==> src/rtl/triangle_bbox_stage_pkg.sv <==
// Shared types for the triangle bounding-box stage: signed screen-space vertices, triangle, clamped box.
// Box edges are unsigned because they are always clamped onto the screen before leaving the stage.
package triangle_bbox_stage_pkg;
    localparam int COORD_W  = 12;
    localparam int AREA_W   = 2*COORD_W + 2;
    localparam int SCREEN_W = 320;
    localparam int SCREEN_H = 240;

    typedef logic signed [COORD_W-1:0] coord_t;
    typedef logic [COORD_W-1:0]        ucoord_t;

    typedef struct packed {
        coord_t x;
        coord_t y;
    } Vertex;

    typedef struct packed {
        Vertex [2:0] v;
    } Triangle;

    typedef struct packed {
        ucoord_t xmin;
        ucoord_t xmax;
        ucoord_t ymin;
        ucoord_t ymax;
    } BBox;

    function automatic coord_t min3(input coord_t a, input coord_t b, input coord_t c);
        coord_t m;
        m = (a < b) ? a : b;
        return (c < m) ? c : m;
    endfunction

    function automatic coord_t max3(input coord_t a, input coord_t b, input coord_t c);
        coord_t m;
        m = (a > b) ? a : b;
        return (c > m) ? c : m;
    endfunction

    function automatic ucoord_t clamp_coord(input coord_t c, input coord_t hi);
        if (c < 0)  return '0;
        if (c > hi) return ucoord_t'(hi);
        return ucoord_t'(c);
    endfunction
endpackage

==> src/rtl/triangle_bbox_stage_if.sv <==
// Bounding-box output bus towards the pixel iterator: valid/ready with the triangle carried beside its box.
// master drives the beat, slave returns ready.
interface triangle_bbox_stage_if;
    import triangle_bbox_stage_pkg::*;

    logic    bbox_valid;
    logic    bbox_ready;
    Triangle bbox_tri;
    BBox     bbox;

    modport master (output bbox_valid, output bbox_tri, output bbox, input bbox_ready);
    modport slave  (input bbox_valid, input bbox_tri, input bbox, output bbox_ready);
endinterface

==> src/rtl/triangle_bbox_stage_tri_fifo.sv <==
// Generic synchronous FIFO with show-ahead head, fill count and synchronous flush.
// Latency: a push is visible at the head one edge later; push and pop may share a cycle, even when full.
// Backpressure: a push while full without a pop is ignored; the owner decides how to report it.
module tri_fifo #(
    parameter type T     = logic,
    parameter int  DEPTH = 8,
    localparam int CNT_W = $clog2(DEPTH + 1),
    localparam int PTR_W = (DEPTH > 1) ? $clog2(DEPTH) : 1
) (
    input  logic             clk,
    input  logic             rst_n,
    input  logic             flush_i,
    input  logic             push_i,
    input  logic             pop_i,
    input  T                 push_dat_i,
    output T                 head_dat_o,
    output logic [CNT_W-1:0] count_o,
    output logic             full_o,
    output logic             empty_o
);
    T                 mem [DEPTH];
    logic [PTR_W-1:0] wr_ptr_q, rd_ptr_q;
    logic [CNT_W-1:0] count_q;
    logic             wr_en, rd_en;

    function automatic logic [PTR_W-1:0] ptr_inc(input logic [PTR_W-1:0] p);
        return (p == PTR_W'(DEPTH - 1)) ? '0 : p + 1'b1;
    endfunction

    assign empty_o    = (count_q == '0);
    assign full_o     = (count_q == CNT_W'(DEPTH));
    assign rd_en      = pop_i && !empty_o && !flush_i;
    // A pop frees the head slot this cycle, so a full FIFO can still take a push.
    assign wr_en      = push_i && !flush_i && (!full_o || rd_en);
    assign head_dat_o = mem[rd_ptr_q];
    assign count_o    = count_q;

    always_ff @(posedge clk) begin
        if (wr_en) mem[wr_ptr_q] <= push_dat_i;
    end

    always_ff @(posedge clk or negedge rst_n) begin
        if (!rst_n) begin
            wr_ptr_q <= '0;
            rd_ptr_q <= '0;
            count_q  <= '0;
        end else if (flush_i) begin
            wr_ptr_q <= '0;
            rd_ptr_q <= '0;
            count_q  <= '0;
        end else begin
            if (wr_en) wr_ptr_q <= ptr_inc(wr_ptr_q);
            if (rd_en) rd_ptr_q <= ptr_inc(rd_ptr_q);
            count_q <= count_q + CNT_W'(wr_en) - CNT_W'(rd_en);
        end
    end
endmodule

==> src/rtl/triangle_bbox_stage.sv <==
// Triangle bbox stage: FIFO -> S1 min/max -> S2 clamp/drop -> output reg; BACKFACE_CULL_EN also drops area2<=0.
// Latency: a write at edge t reaches the output register at edge t+3; 1 triangle/cycle sustained.
// Backpressure: output holds while bbox_ready=0; input is credit-style via space_ready_o, overflowing writes drop.
module triangle_bbox_stage
    import triangle_bbox_stage_pkg::Triangle, triangle_bbox_stage_pkg::BBox,
           triangle_bbox_stage_pkg::coord_t, triangle_bbox_stage_pkg::min3,
           triangle_bbox_stage_pkg::max3, triangle_bbox_stage_pkg::clamp_coord;
#(
    parameter int  FIFO_DEPTH = 8,
    parameter int  INFLIGHT   = 2,
    parameter int  SCREEN_W   = triangle_bbox_stage_pkg::SCREEN_W,
    parameter int  SCREEN_H   = triangle_bbox_stage_pkg::SCREEN_H,
    localparam int OCC_W      = $clog2(FIFO_DEPTH + 1)
) (
    input  logic                  clk,
    input  logic                  rst_n,
    input  logic                  flush_i,
    input  logic                  tri_in_valid_i,
    input  Triangle               tri_in_i,
    output logic                  space_ready_o,
    triangle_bbox_stage_if.master bbox_if,
    output logic [OCC_W-1:0]      occupancy_o,
    output logic                  overflow_o,
    output logic [15:0]           drop_count_o
);
    localparam coord_t XHI = coord_t'(SCREEN_W - 1);
    localparam coord_t YHI = coord_t'(SCREEN_H - 1);

    Triangle          head_dat;
    logic [OCC_W-1:0] count;
    logic             fifo_full, fifo_empty;
    logic             push, pop, out_adv, s2_rdy, s1_rdy, keep;

    logic             s1_vld_q;
    Triangle          s1_tri_q;
    coord_t           s1_xmin_q, s1_xmax_q, s1_ymin_q, s1_ymax_q;
    logic             s2_vld_q;
    Triangle          s2_tri_q;
    BBox              s2_box_q, s2_box_d;
    logic             out_vld_q;
    Triangle          out_tri_q;
    BBox              out_box_q;
    logic             overflow_q;
    logic [15:0]      drop_cnt_q;

    // Each stage loads when the one after it is empty or moving, so bubbles collapse.
    assign out_adv = !out_vld_q || bbox_if.bbox_ready;
    assign s2_rdy  = !s2_vld_q || out_adv;
    assign s1_rdy  = !s1_vld_q || s2_rdy;
    assign pop     = s1_rdy && !fifo_empty && !flush_i;
    assign push    = tri_in_valid_i && !flush_i;

    tri_fifo #(.T(Triangle), .DEPTH(FIFO_DEPTH)) u_fifo (
        .clk       (clk),
        .rst_n     (rst_n),
        .flush_i   (flush_i),
        .push_i    (push),
        .pop_i     (pop),
        .push_dat_i(tri_in_i),
        .head_dat_o(head_dat),
        .count_o   (count),
        .full_o    (fifo_full),
        .empty_o   (fifo_empty)
    );

    // Same-cycle pops are ignored here; upstream sees a conservative credit.
    assign space_ready_o = (FIFO_DEPTH - int'(count)) >= (INFLIGHT + 1);

`ifdef BACKFACE_CULL_EN
    localparam int AW = triangle_bbox_stage_pkg::AREA_W;
    logic signed [AW-1:0] dx1, dy1, dx2, dy2, area_d, s1_area_q;
    always_comb begin
        dx1    = AW'($signed(head_dat.v[1].x)) - AW'($signed(head_dat.v[0].x));
        dy1    = AW'($signed(head_dat.v[1].y)) - AW'($signed(head_dat.v[0].y));
        dx2    = AW'($signed(head_dat.v[2].x)) - AW'($signed(head_dat.v[0].x));
        dy2    = AW'($signed(head_dat.v[2].y)) - AW'($signed(head_dat.v[0].y));
        area_d = dx1 * dy2 - dx2 * dy1;
    end
`endif

    always_comb begin
        keep = !(s1_xmax_q < 0 || s1_xmin_q > XHI || s1_ymax_q < 0 || s1_ymin_q > YHI);
`ifdef BACKFACE_CULL_EN
        // Non-positive area covers clockwise and degenerate triangles alike.
        if (s1_area_q <= 0) keep = 1'b0;
`endif
        s2_box_d.xmin = clamp_coord(s1_xmin_q, XHI);
        s2_box_d.xmax = clamp_coord(s1_xmax_q, XHI);
        s2_box_d.ymin = clamp_coord(s1_ymin_q, YHI);
        s2_box_d.ymax = clamp_coord(s1_ymax_q, YHI);
    end

    always_ff @(posedge clk or negedge rst_n) begin
        if (!rst_n) begin
            s1_vld_q   <= 1'b0;
            s1_tri_q   <= '0;
            s1_xmin_q  <= '0;
            s1_xmax_q  <= '0;
            s1_ymin_q  <= '0;
            s1_ymax_q  <= '0;
            s2_vld_q   <= 1'b0;
            s2_tri_q   <= '0;
            s2_box_q   <= '0;
            out_vld_q  <= 1'b0;
            out_tri_q  <= '0;
            out_box_q  <= '0;
            overflow_q <= 1'b0;
            drop_cnt_q <= '0;
        end else if (flush_i) begin
            s1_vld_q   <= 1'b0;
            s2_vld_q   <= 1'b0;
            out_vld_q  <= 1'b0;
            overflow_q <= 1'b0;
        end else begin
            if (push && fifo_full && !pop) overflow_q <= 1'b1;
            if (s1_rdy) begin
                s1_vld_q <= pop;
                if (pop) begin
                    s1_tri_q  <= head_dat;
                    s1_xmin_q <= min3(head_dat.v[0].x, head_dat.v[1].x, head_dat.v[2].x);
                    s1_xmax_q <= max3(head_dat.v[0].x, head_dat.v[1].x, head_dat.v[2].x);
                    s1_ymin_q <= min3(head_dat.v[0].y, head_dat.v[1].y, head_dat.v[2].y);
                    s1_ymax_q <= max3(head_dat.v[0].y, head_dat.v[1].y, head_dat.v[2].y);
                end
            end
            if (s2_rdy) begin
                s2_vld_q <= s1_vld_q && keep;
                if (s1_vld_q) begin
                    s2_tri_q <= s1_tri_q;
                    s2_box_q <= s2_box_d;
                end
                if (s1_vld_q && !keep && drop_cnt_q != 16'hFFFF) drop_cnt_q <= drop_cnt_q + 16'd1;
            end
            if (out_adv) begin
                out_vld_q <= s2_vld_q;
                if (s2_vld_q) begin
                    out_tri_q <= s2_tri_q;
                    out_box_q <= s2_box_q;
                end
            end
        end
    end

`ifdef BACKFACE_CULL_EN
    always_ff @(posedge clk or negedge rst_n) begin
        if (!rst_n)                     s1_area_q <= '0;
        else if (!flush_i && s1_rdy && pop) s1_area_q <= area_d;
    end
`endif

    assign bbox_if.bbox_valid = out_vld_q;
    assign bbox_if.bbox_tri   = out_tri_q;
    assign bbox_if.bbox       = out_box_q;
    assign occupancy_o        = count;
    assign overflow_o         = overflow_q;
    assign drop_count_o       = drop_cnt_q;
endmodule

==> src/flat_wrapper.sv <==
// flat-port wrapper written by rule: the top's interface ports become plain ports
module triangle_bbox_stage_flat import triangle_bbox_stage_pkg::Triangle, triangle_bbox_stage_pkg::BBox,
           triangle_bbox_stage_pkg::coord_t, triangle_bbox_stage_pkg::min3,
           triangle_bbox_stage_pkg::max3, triangle_bbox_stage_pkg::clamp_coord;
#(
    parameter int  FIFO_DEPTH = 8,
    parameter int  INFLIGHT   = 2,
    parameter int  SCREEN_W   = triangle_bbox_stage_pkg::SCREEN_W,
    parameter int  SCREEN_H   = triangle_bbox_stage_pkg::SCREEN_H,
    localparam int OCC_W      = $clog2(FIFO_DEPTH + 1)
)
  (clk, rst_n, flush_i, tri_in_valid_i, tri_in_i, space_ready_o, occupancy_o, overflow_o, drop_count_o, bbox_if_bbox_valid, bbox_if_bbox_tri, bbox_if_bbox, bbox_if_bbox_ready);
  triangle_bbox_stage_if bbox_if_i ();
  input  logic clk;
  input  logic rst_n;
  input  logic flush_i;
  input  logic tri_in_valid_i;
  input  Triangle tri_in_i;
  output logic space_ready_o;
  output logic [OCC_W-1:0] occupancy_o;
  output logic overflow_o;
  output logic [15:0] drop_count_o;
  output wire logic [$bits(bbox_if_i.bbox_valid)-1:0] bbox_if_bbox_valid;
  output wire logic [$bits(bbox_if_i.bbox_tri)-1:0] bbox_if_bbox_tri;
  output wire logic [$bits(bbox_if_i.bbox)-1:0] bbox_if_bbox;
  input wire logic [$bits(bbox_if_i.bbox_ready)-1:0] bbox_if_bbox_ready;
  assign bbox_if_bbox_valid = bbox_if_i.bbox_valid;
  assign bbox_if_bbox_tri = bbox_if_i.bbox_tri;
  assign bbox_if_bbox = bbox_if_i.bbox;
  assign bbox_if_i.bbox_ready = bbox_if_bbox_ready;
  triangle_bbox_stage #(.FIFO_DEPTH(FIFO_DEPTH), .INFLIGHT(INFLIGHT), .SCREEN_W(SCREEN_W), .SCREEN_H(SCREEN_H)) u_core (.clk(clk), .rst_n(rst_n), .flush_i(flush_i), .tri_in_valid_i(tri_in_valid_i), .tri_in_i(tri_in_i), .space_ready_o(space_ready_o), .bbox_if(bbox_if_i), .occupancy_o(occupancy_o), .overflow_o(overflow_o), .drop_count_o(drop_count_o));
endmodule
==> config.mk <==
export PLATFORM = sky130hd
export DESIGN_NAME = triangle_bbox_stage_flat
export DESIGN_NICKNAME = d
export VERILOG_FILES = /design/src/rtl/triangle_bbox_stage_pkg.sv /design/src/rtl/triangle_bbox_stage_if.sv /design/src/rtl/triangle_bbox_stage_tri_fifo.sv /design/src/rtl/triangle_bbox_stage.sv /design/src/flat_wrapper.sv
export SDC_FILE = /design/constraint.sdc
export NUM_CORES = 1
export LEC_CHECK = 0
export ABC_AREA = 0
export BUFFER_PORTS_ARGS = -buffer_cell sky130_fd_sc_hd__buf_4
export CORE_ASPECT_RATIO = 0.6
export CORE_UTILIZATION = 45
export DETAILED_ROUTE_END_ITERATION = 10
export GPL_TIMING_DRIVEN = 0
export SYNTH_ARGS = -nofsm -noshare
export SYNTH_HDL_FRONTEND = slang
export SYNTH_SLANG_ARGS = --single-unit
==> constraint.sdc <==
create_clock -name clk -period 19.8 [get_ports clk]
set_input_delay 2.97 -clock clk [delete_from_list [all_inputs] [get_ports clk]]
set_output_delay 2.97 -clock clk [all_outputs]
set_load 0.01 [all_outputs]
==> metrics <==
synth unique cells=between 80 and 90; most frequent cells in the layout=edfxtp_1, dfrtp_1, nand2_1, buf_4, mux2_2; CP most frequent cell=nand2_1; dpl hpwl=77,100 um; Setup Skew=approximately 0.017 ns; GPL Wtd Cong=between 0.9 and 1; drt first pass iters=8; clock-pin slew on the worst setup and hold paths=approximately 0.070 ns; Worst-Margin Slew=1.27 ns; post-CTS setup buffer count=0; clock root buffer=clkbuf_16; first-pass GRT wire length=156,000 um; reg2reg end=u_core.s1_ymin_q[0]; Sink Count=958; Inst Count DP=3,893; crit-path max cell delay=~0.65 ns; class of the most critical setup path=flip-flop to flip-flop; Hold Slack=~0.47 ns; I/O pin count=220; most common cell after layout, fill and taps aside=edfxtp_1; Synth Area per Inst=15.8 um^2; fin. max-slew vios=0; Non-Filler Instances=4,057; post-CTS sizing=0; DR vias/cell=between 5 and 6; CTS tree=built; Hold Path End=u_core.s1_tri_q[14]; R2R depth=24; CP cell instances=buf_2 > buf_2 > buf_1 > buf_1 > nand2_1 > nand2_1 > inv_1 > ha_1 > and4_1 > nand2_1 > a21o_1 > a21oi_1 > or2_0 > clkbuf_1 > buf_4 > mux2i_1 > ha_1 > nand4_1 > nor4_1 > o311ai_1 > a311oi_1 > a211oi_4 > a2111oi_2 > a221o_1; Crit-path slowest cell=mux2i_1; FF-to-FF Start=u_core.u_fifo.rd_ptr_q[2]; worst vdd ir=0.0837 mV; die area=between 80,000 and 90,000 um^2; Yosys top cell by area=edfxtp_1; vias in the first global route=23.1k; largest net degree at the start of global routing=approximately 120; Sw Share=0.375; r2r setup slk=between 10 and 15 ns; sequential share of power=0.366; failing checks=design-rule violations; layout cells sized above 1=0.276; crit end category=flip-flop; sequential area share after synthesis=0.683; Synth top area share=0.440; Clock Power Share=0.238; Pwr Total=approximately 7.5 mW; Max Clk Rate=around 0.13 GHz; Die W=roughly 380 um; Crit path buffers/inverters=7; worst skew pair latency=roughly 0.69 ns; Primary FF master, synth=edfxtp_1; PortBufs=approximately 220; initial antenna violation count=6; row count=just over 80; Pwr Density=162 nW/um^2; endpoints failing hold=0; routed len/inst=26.4 um; Area growth, synth to finish=17.4%; Comb pwr share=0.396; Net Switching=~2.8 mW; drt drc=36; flops & latches, synth=between 900 and 1k; core area=~86,000 um^2; effective utilization at floorplan=0.457; internal power=around 4.7 mW; Tot GR Track Use=0.244; Lkg Pwr=between 15 and 20 nW; Final Critical Period=7.74 ns; Post-synth EDFFs=around 580; Total Routed Length=roughly 110,000 um; worst rel slew slack=0.147; Total Nets Final=2,996; CTS H-tree lvls=3; vias=between 20k and 25k; status=complete, but fails checks; data required time of the worst path=20.43 ns; crit path launch type=flip-flop; Cells after Synth=2,489; Initial DRC Count=between 2k and 2.5k; worst-path maximum fanout=10; cts bufs inserted=just under 90; max_cap viols=0; HP Class=flip-flop to flip-flop; Largest delay share family, worst path=buffers and inverters; cell area after synthesis=just under 40,000 um^2; Tcrit/Tclk final=0.391; height of the die=roughly 230 um; RSZ-0062 raised after global routing=false; post-route ant nets=0; Setup violations, final=0; Sum Neg Setup Slack=0 ns; WP data arrival=8.37 ns; Finished Core Util=0.536; Fill cells=about 7k; Area contributors post-synth=edfxtp_1, dfrtp_1, mux4_2, mux2_2, nand2_1; clk buf depth=3; Worst Hold Launch=u_core.s1_tri_q[14]; hold depth=2; CTS Hold Buffers Added=0; GRT overflow=0; synth warn=0; ys async rst share=0.399
## cells by family (layout without fill, tap and decap cells)
family,after synthesis,in the layout,share of synthesized area
buffers and inverters,167,583,0.0219
and+or+nand+nor,570,570,0.0627
DFF,958,958,0.683
adders and majority gates,82,82,0.0263
AOI/OAI and AO/OA,304,304,0.0569
other,1,6,0.0000954
muxes,391,391,0.145
xor gates and xnor gates,16,16,0.00357
## metal layers
layer,share of wire,track usage,up-vias
met4,0.016,0.0547,6
met1,0.49,0.387,12143
met3,0.072,0.0511,136
li1,-,-,10131
met5,0.00035,0,-
met2,0.42,0.343,792
## cell type report
cell class	instances	area, um^2	area share
inverters	32	121	0.00263
diodes	2	5.00	0.000109
clock buffers	120	2450	0.0532
repair buffers	254	2300	0.0500
well taps	1147	1440	0.0311
plain buffers	135	741	0.0161
multi-input cells	1367	11600	0.252
clock inverters	42	564	0.0122
flip-flops and latches	958	26900	0.582
## cell usage after synthesis (4+ instances only)
master and number:
edfxtp_1 576, dfrtp_1 382, nand2_1 316, mux2_2 192, mux4_2 122, nor2_1 121, ha_1 81, mux2i_1 74
clkbuf_1 63, o21ai_0 52, a21oi_1 42, nor3_1 36, o31ai_1 31, inv_1 30, buf_4 27, nand3_1 25
a211oi_1 24, o21ai_1 21, a22oi_1 19, a21o_1 16, buf_2 16, a221o_1 15, a31oi_1 14, buf_1 14
xor2_1 14, buf_6 13, o221ai_1 13, and2_1 11, nor2b_1 11, nand2b_1 10, o311ai_1 10, nand4_1 9
a221oi_2 8, and4_1 6, or3_1 5, o211ai_1 4
## flip-flops by register name (all words and copies together) (netlist names)
name                       cells
u_core.u_fifo.mem            576
u_core.bbox_if.bbox_tri       72
u_core.s1_tri_q               72
u_core.s2_tri_q               72
u_core.bbox_if.bbox           44
u_core.s2_box_q               44
u_core.drop_count_o           16
u_core.s1_xmax_q              12
u_core.s1_xmin_q              12
u_core.s1_ymax_q              12
u_core.s1_ymin_q              12
u_core.u_fifo.count_o          4
u_core.u_fifo.rd_ptr_q         3
u_core.u_fifo.wr_ptr_q         3
u_core.bbox_if.bbox_valid      1
u_core.overflow_o              1
u_core.s1_vld_q                1
u_core.s2_vld_q                1
## worst reg2reg max path, delay by kind of cell (launching register included)
kind	cells	cell delay (ns)
buffers and inverters	7	2.42
AO/OA/AOI/OAI	7	2.06
AND/OR/NAND/NOR	7	1.60
multiplexers	1	0.66
adder cells (fa/ha/maj)	2	0.59
flip-flops	1	0.37
## how the worst max path moves through the flow
stage,to,startpoint,cells past startpoint,slack [ns]
after floorplan,u_core.u_fifo.mem[0][0],bbox_if_bbox_ready,8,9.99
after global placement,u_core.u_fifo.mem[1][66],bbox_if_bbox_ready,10,4.14
after detailed placement,u_core.s1_ymin_q[0],u_core.u_fifo.rd_ptr_q[2],24,12.29
after CTS,u_core.s1_ymin_q[0],u_core.u_fifo.rd_ptr_q[2],24,12.25
after global routing,u_core.s1_ymin_q[0],u_core.u_fifo.rd_ptr_q[2],24,11.77
final,u_core.s1_ymin_q[0],u_core.u_fifo.rd_ptr_q[2],24,12.06
## power groups by stage
stage / clock network [mW] / logic, mW / registers [mW]
after floorplan: 0 / 1.85 / 2.71
after global placement: 0 / 2.83 / 2.76
after detailed placement: 0 / 2.90 / 2.77
after CTS: 1.81 / 2.91 / 2.73
after global routing: 1.88 / 3.19 / 2.76
final: 1.78 / 2.95 / 2.73
## stage by stage
stage          cell area, um^2  worst slack [ns]
4_1_cts                  46100             12.25
5_1_grt                  46100             11.77
6_report                 46100             12.06
2_1_floorplan            39300              9.99
3_3_place_gp             42400              4.14
3_5_place_dp             43100             12.29
(Power assumes the default switching activity.)
